$ cat config.mk
export PLATFORM = sky130hd
export DESIGN_NAME = mem_arbiter
export DESIGN_NICKNAME = d
export VERILOG_FILES = /design/src/rtl/mem_arb_pkg.sv /design/src/rtl/mem_rr_pick.sv /design/src/rtl/mem_arbiter.sv
export SDC_FILE = /design/constraint.sdc
export NUM_CORES = 1
export LEC_CHECK = 0
export CORE_ASPECT_RATIO = 1.1
export CORE_MARGIN = 2
export CORE_UTILIZATION = 45
export CTS_CLUSTER_SIZE = 40
export DETAILED_ROUTE_END_ITERATION = 6
export GPL_ROUTABILITY_DRIVEN = 0
export PLACE_DENSITY = 0.84
export SLEW_MARGIN = 25
export SYNTH_ARGS = -nofsm -noshare
export SYNTH_HDL_FRONTEND = slang
export SYNTH_SLANG_ARGS = --single-unit
$ cat constraint.sdc
create_clock -name clk -period 3.57 [get_ports clk]
set_clock_uncertainty 0.05 [all_clocks]
set_input_delay 0.8925 -clock clk [delete_from_list [all_inputs] [get_ports clk]]
set_output_delay 0.8925 -clock clk [all_outputs]
set_load 0.02 [all_outputs]
$ cat src/rtl/mem_arb_pkg.sv
// rtl/mem_arb_pkg.sv - shared FSM state type and default widths for the memory arbiter
package mem_arb_pkg;

  localparam int ADDR_W_DEF = 5;
  localparam int DATA_W_DEF = 8;

  typedef enum logic [1:0] {
    IDLE   = 2'd0,
    ACCESS = 2'd1,
    WAIT   = 2'd2,
    DONE   = 2'd3
  } state_t;

endpackage

$ cat src/rtl/mem_rr_pick.sv
// rtl/mem_rr_pick.sv - two-way round-robin winner selection
module mem_rr_pick (
  input  logic [1:0] req,
  input  logic       last,
  output logic       valid,
  output logic       idx
);

  assign valid = |req;

  // On a tie the requester that did not win last time goes next.
  always_comb begin
    idx = 1'b0;
    case (req)
      2'b11:   idx = ~last;
      2'b10:   idx = 1'b1;
      default: idx = 1'b0;
    endcase
  end

endmodule

$ cat src/rtl/mem_arbiter.sv
// rtl/mem_arbiter.sv - two-requester round-robin arbiter for a single-port memory
module mem_arbiter
  import mem_arb_pkg::*;
#(
  parameter int ADDR_W = ADDR_W_DEF,
  parameter int DATA_W = DATA_W_DEF,
  parameter int RD_LAT = 1
) (
  input  logic                clk,
  input  logic                rst,
  input  logic [1:0]          req_i,
  input  logic [1:0]          we_i,
  input  logic [2*ADDR_W-1:0] addr_i,
  input  logic [2*DATA_W-1:0] wdata_i,
  output logic [1:0]          ack_o,
  output logic [DATA_W-1:0]   rdata_o,
  output logic                busy_o,
  output logic                mem_read,
  output logic                mem_write,
  output logic [ADDR_W-1:0]   mem_addr,
  output logic [DATA_W-1:0]   mem_data_in,
  input  logic [DATA_W-1:0]   mem_data_out
);

  localparam int CNT_W = 2;

  state_t              state, state_nxt;
  logic                pick_valid, pick_idx;
  logic                last;
  logic                lat_we, lat_idx;
  logic [ADDR_W-1:0]   lat_addr;
  logic [DATA_W-1:0]   lat_data;
  logic [CNT_W-1:0]    cnt;
  logic [DATA_W-1:0]   rdata;

  mem_rr_pick u_pick (
    .req   (req_i),
    .last  (last),
    .valid (pick_valid),
    .idx   (pick_idx)
  );

  always_ff @(posedge clk) begin
    if (rst) state <= IDLE;
    else     state <= state_nxt;
  end

  always_comb begin
    state_nxt = state;
    case (state)
      IDLE:    if (pick_valid) state_nxt = ACCESS;
      ACCESS:  state_nxt = lat_we ? DONE : WAIT;
      WAIT:    if (cnt == '0) state_nxt = DONE;
      DONE:    state_nxt = IDLE;
      default: state_nxt = IDLE;
    endcase
  end

  // Grant latch, read-latency counter and read-data capture.
  always_ff @(posedge clk) begin
    if (rst) begin
      last     <= 1'b1;
      lat_we   <= 1'b0;
      lat_idx  <= 1'b0;
      lat_addr <= '0;
      lat_data <= '0;
      cnt      <= '0;
      rdata    <= '0;
    end else begin
      if (state == IDLE && pick_valid) begin
        last     <= pick_idx;
        lat_idx  <= pick_idx;
        lat_we   <= we_i[pick_idx];
        lat_addr <= pick_idx ? addr_i[ADDR_W +: ADDR_W]  : addr_i[0 +: ADDR_W];
        lat_data <= pick_idx ? wdata_i[DATA_W +: DATA_W] : wdata_i[0 +: DATA_W];
      end
      if (state == ACCESS && !lat_we)
        cnt <= CNT_W'(RD_LAT - 1);
      else if (state == WAIT && cnt != '0)
        cnt <= cnt - 1'b1;
      if (state == WAIT && cnt == '0)
        rdata <= mem_data_out;
    end
  end

  // Outputs are forced low while rst is asserted so nothing leaks out mid-reset.
  always_comb begin
    ack_o       = 2'b00;
    busy_o      = 1'b0;
    mem_read    = 1'b0;
    mem_write   = 1'b0;
    mem_addr    = '0;
    mem_data_in = '0;
    rdata_o     = '0;
    if (!rst) begin
      busy_o      = (state != IDLE);
      mem_write   = (state == ACCESS) &&  lat_we;
      mem_read    = (state == ACCESS) && !lat_we;
      mem_addr    = lat_addr;
      mem_data_in = lat_data;
      rdata_o     = rdata;
      if (state == DONE)
        ack_o = lat_idx ? 2'b10 : 2'b01;
    end
  end

endmodule

---- Yosys cells after proc, flatten, opt, wreduce, memory -nomap -nowiden ----
Cells that the tools add are included.
storage, ports and cells
  register bits ........................... 28
  bits of input ports ..................... 40
  output and inout port bits .............. 26
cells by class
  $add $sub $neg .......................... 1
  magnitude comparators ................... 1
  eq/ne operators ......................... 7
  mux-type cells .......................... 18
  bitwise gates (word level) .............. 1
  reductions and logical operators ........ 13
operators by type and width
  cell                                                                   number
  8-bit two-way mux                                                      3
  2-bit two-way mux                                                      5
  5-bit two-way mux                                                      2
  2-bit equality test, second input constant                             4
  2-bit case mux with 4 select lines                                     1
  1-bit two-way mux                                                      6
  1-bit logical AND                                                      5
  2-bit zero test                                                        2
  2-bit nonzero test                                                     2
  2-bit OR reduction                                                     2
  2-bit by 1-bit equality test with 1-bit output, second input constant  1
  1-bit by 2-bit < comparator with 1-bit output, second input constant   1
  2-bit by 1-bit != test with 1-bit output, second input constant        1
  2-bit != test, second input constant                                   1
  1-bit case mux with 2 select lines                                     1
  2-bit AND reduction                                                    1
  2-bit by 1-bit subtractor with 2-bit output, second input constant     1
  1-bit zero test                                                        1
  1-bit NOT                                                              1

---- Longest topological paths before layout ----
  depth after elaboration ................. 4
  depth in mapped cells ................... 6
  gate-level depth less buffers ........... 5

---- Hierarchy ----
Synthesis repeated with hierarchy kept, for this count alone.
second synthesis, totals
  cells, all modules ...................... 170
  area total of the unflattened synthesis .. 1503.9 um^2
by module, submodules not included
  module       times used  cells each  area each (um^2)
  mem_arbiter  1           168         1490.2
  mem_rr_pick  1           2           13.8

---- Worst setup path before layout ----
OpenSTA, ideal clock, no wires.
  kind .................................... in2out
  from .................................... in rst
  to ...................................... out ack_o[0]
  data arrival time ....................... 1790 ps
  data required time ...................... 2628 ps
  slack ................................... 838 ps
  cell stages on the path ................. 3
  buffers on the path ..................... 2
  path through ............................ clkbuf_1 clkbuf_1 nor3b_1
on the way
  word-level cells in the longest chain between the ends .. 1
RTL lines
  element             line               text
  start: declaration  mem_arbiter.sv:10  input logic rst,
  2-bit two-way mux   mem_arbiter.sv:95  if (!rst) begin
  end: declaration    mem_arbiter.sv:15  output logic [1:0] ack_o,
Every way passes these cells.

---- Worst setup path in the final report ----
Ends and elaborated chain as after synthesis.

==> results.md <==
- Post-Syn Instances: 180
- Worst Path Max Fanout: 54
- Core outline area: 3303 um^2
- Net switching power of the design: 0.0005220 W
- Ordered list of cells on the worst path: buf_2 > buf_12 > nor3b_1 > clkdlybuf4s50_1
- Final period utilization: between 80 and 90%
- Detailed-route via count: 1,450
- Final critical path time including I/O delays and setup: 2.968 ns
- Cell area power density: 592.0 nW/um^2
- Leakage Power: between 0.8 and 0.9 nW
- Synth Flop Type: sky130_fd_sc_hd__dfxtp_1
- I/O pin cnt: 66
- Total routed wirelength: 3481 um
- CP Launch Type: input port
- Area contributors post-synth: sky130_fd_sc_hd__dfxtp_1 36%, sky130_fd_sc_hd__nor2b_1 8.5%, sky130_fd_sc_hd__a211oi_2 8.1%
- Post-cts repair resize count: 0
- Chip height: 65.54 um
- Buffers inserted by post-CTS timing repair: 0
- Detailed-placement wirelength estimate: around 2600 um
- Library cells used by synthesis: 32
- Instance area at placement: 2198 um^2
- Layout cells sized above 1: 13.39%
- Worst Path Class, Setup: in -> out
- Number of global-route vias before repair: 1,309
- Fraction of power spent switching nets: about 39%
- Combinational share of power: 53.6%
- Max-slew violation count: 0
- Antenna Cells: 0
- Number of stages on the worst hold path: 2
- Wire length per cell: 12.66 um
- Library cell with the largest summed area after synthesis: sky130_fd_sc_hd__dfxtp_1
- Largest net degree at the start of global routing: 55
- Number of setup violations in the final report: 0
- Clock-pin slew on the worst setup and hold paths: 0.14 ns
- Number of nets in the final layout: 286
- Relative contribution of the clock network to total power: ~11%
- R2R Setup Slk: 1.82 ns
- Kind of end point of the critical path: output pin
- Sequential fraction of the synthesis area: between 30% and 40%
- Most frequently used cell type in the post-synthesis netlist: sky130_fd_sc_hd__dfxtp_1
- Total buffers and inverters traversed by the critical path: 3
- Layout overhead on the synthesized area: 44.26%
- Post-synth net total: 226
- Unrepaired setup endpoints after global routing: false
- Count of antenna-violating nets left after detailed routing: 0
- Number of max-cap violations: 0
- Via/cell ratio: about 5.3
- Worst path top cell family by delay: buffers and inverters
- Outcome: finished, final reports clean
- Arrival time reported for the critical path endpoint: approximately 2.0 ns
- Cell-internal power: around 0.00080 W
- R2r endpoint: lat_data[6]$_SDFFE_PP0P_
- Floorplan row count: 22
- Worst-skew pair later-pin latency: 0.32 ns
- Port Buffer Count: 65
- Worst relative slew slack: 61.95%
- H-tree depth: 1
- Slew at the pin closest to its max-slew limit: 0.5693 ns
- First-pass DRT Iterations: 4
- FF-to-FF Start: state[0]$_SDFFE_PP0P_
- Critical path's largest stage delay: between 0.6 and 0.7 ns
- Number of cells traversed by the worst register-to-register path: 6
- TritonCTS clock tree: built
- Violation count after the first detailed-routing iteration: 78
- Residual DRC: 0
- Avg Synthesized Cell Area: approximately 8.6 um^2
- CTS Hold Buffers Added: 0
- Initial Util: 46.89%
- Buffer type at the clock tree root: sky130_fd_sc_hd__clkbuf_4
- Beginning of the worst hold path: rdata[5]$_SDFFE_PP0P_
- Number of sinks driven by the clock tree: 28
- Wire length of the first global-routing pass: approximately 5800 um
- Fmax: 336.9 MHz
- Post-synthesis sequential element count: 28
- Initial antenna violation count: 0
- Slowest stage cell on the critical path: sky130_fd_sc_hd__clkdlybuf4s50_1
- Maximum number of buffers from clock root to sink: 2
- WHS Endpoint: rdata[5]$_SDFFE_PP0P_
- Synth warnings: 0
- Area fraction of the dominant cell type after synthesis: 36.19%
- Flop pwr share: 35.0%
- Share of flip-flops with an asynchronous set or reset: 0%
- Finished Cell Area: 2235 um^2
- Worst ir drop on vdd: roughly 300 uV
- Overall global routing resource usage: roughly 18%
- Commonest cells post-synth: 28 x sky130_fd_sc_hd__dfxtp_1, 23 x sky130_fd_sc_hd__nand2_1, 21 x sky130_fd_sc_hd__nor2b_1, 17 x sky130_fd_sc_hd__nor2_1, 15 x sky130_fd_sc_hd__a21oi_1
- Post-synth design cell area: approximately 1500 um^2
- Number of buffers inserted during clock tree synthesis: 3
- Global-route congestion overflow total: 0
- Final hold violation count: 0
- Post-Route Setup TNS: 0 ns
- Die Area: 3928 um^2
- Path type of the worst min-delay path: reg -> reg
- Number of enable-type register cells in the synthesized netlist: 0
- Critical Path RT: ~2.6 ns
- Horiz. Die Dim: 59.94 um
==> worst reg2reg max path, cell delays in order, from the launching register on <==
cell and delay [ns]:
sky130_fd_sc_hd__dfxtp_1 0.40, sky130_fd_sc_hd__inv_1 0.10, sky130_fd_sc_hd__ha_1 0.30, sky130_fd_sc_hd__o21ai_2 0.26
sky130_fd_sc_hd__buf_4 0.29, sky130_fd_sc_hd__a21oi_2 0.05, sky130_fd_sc_hd__a211oi_2 0.23
==> worst max path at each step <==
stage	depth (start not counted)	to	slack, ns	from
2_1_floorplan	3	ack_o[0]	0.84	rst
4_1_cts	4	ack_o[0]	0.60	rst
5_1_grt	4	mem_read	0.51	rst
3_3_place_gp	4	mem_read	0.61	rst
3_5_place_dp	4	ack_o[0]	0.61	rst
6_report	4	ack_o[0]	0.60	rst
==> cell usage in the layout, fill, tap and decap left out, types with 2 or more instances in the layout <==
master,n
sky130_fd_sc_hd__a211oi_1,5
sky130_fd_sc_hd__nor3b_1,3
sky130_fd_sc_hd__dfxtp_1,28
sky130_fd_sc_hd__nor2b_1,21
sky130_fd_sc_hd__a21oi_1,15
sky130_fd_sc_hd__nand2b_1,2
sky130_fd_sc_hd__a21oi_2,9
sky130_fd_sc_hd__clkdlybuf4s50_1,64
sky130_fd_sc_hd__inv_1,5
sky130_fd_sc_hd__ha_1,6
sky130_fd_sc_hd__nand3_1,8
sky130_fd_sc_hd__clkbuf_4,3
sky130_fd_sc_hd__nand2_1,23
sky130_fd_sc_hd__nor2_1,17
sky130_fd_sc_hd__o21a_1,2
sky130_fd_sc_hd__a211oi_2,10
==> layout make-up <==
type / count / area [um^2]
clock buffers: 4 / 36.28
inverters: 5 / 18.77
fillers: 273 / 1069
well taps: 36 / 45.04
multi-input cells: 135 / 900.9
repair buffers: 67 / 673.1
flip-flops and latches: 28 / 560.5
==> per-layer routing <==
layer / wire (um) / GRT usage [%] / up-vias
li1: - / - / 732
met1: 1527 / 23.52 / 676
met2: 1732 / 31.66 / 40
met3: 205 / 2.953 / 2
met4: 15 / 4.722 / 0
met5: 0 / 0 / -
==> flip-flops by register name, summed over array words and instances, names as in the netlist <==
name,count
lat_idx,1
rdata,8
last,1
lat_data,8
lat_we,1
cnt,2
lat_addr,5
state,2
==> power groups by stage <==
stage	sequential [W]	combinational (W)	clock, W
CTS	0.000463	0.000717	0.000159
global route	0.000476	0.000782	0.000168
global placement	0.000470	0.000704	0
finish	0.000463	0.000709	0.000151
floorplan	0.000456	0.000514	0
detailed placement	0.000470	0.000715	0
==> cell families (layout without fill, tap and decap cells) <==
group | Yosys count | after routing | synth area share [%]
flops | 28 | 28 | 36.19
buf+inv | 17 | 76 | 5.654
fa+ha+maj | 6 | 6 | 4.846
xor+xnor | 1 | 1 | 0.5655
simple gates | 79 | 79 | 25.93
mux | 1 | 1 | 0.6462
compound gates | 48 | 48 | 26.17
==> stage by stage <==
| step | instances | power, W | hold slack, ns | util, % | setup slack [ns] |
|---|---|---|---|---|---|
| final | 275 | 0.001323 | 0.4117 | 67.65 | 0.6018 |
| after global routing | 275 | 0.001426 | 0.4300 | 67.65 | 0.5116 |
| after CTS | 275 | 0.001339 | 0.4125 | 67.65 | 0.5958 |
| after detailed placement | 271 | 0.001185 | 0.3931 | 66.55 | 0.6051 |
| after global placement | 271 | 0.001173 | 0.3897 | 66.55 | 0.6073 |
| after floorplan | 180 | 0.0009696 | 0.3818 | - | 0.8379 |
Note: power is estimated with default switching activity, not from simulation.
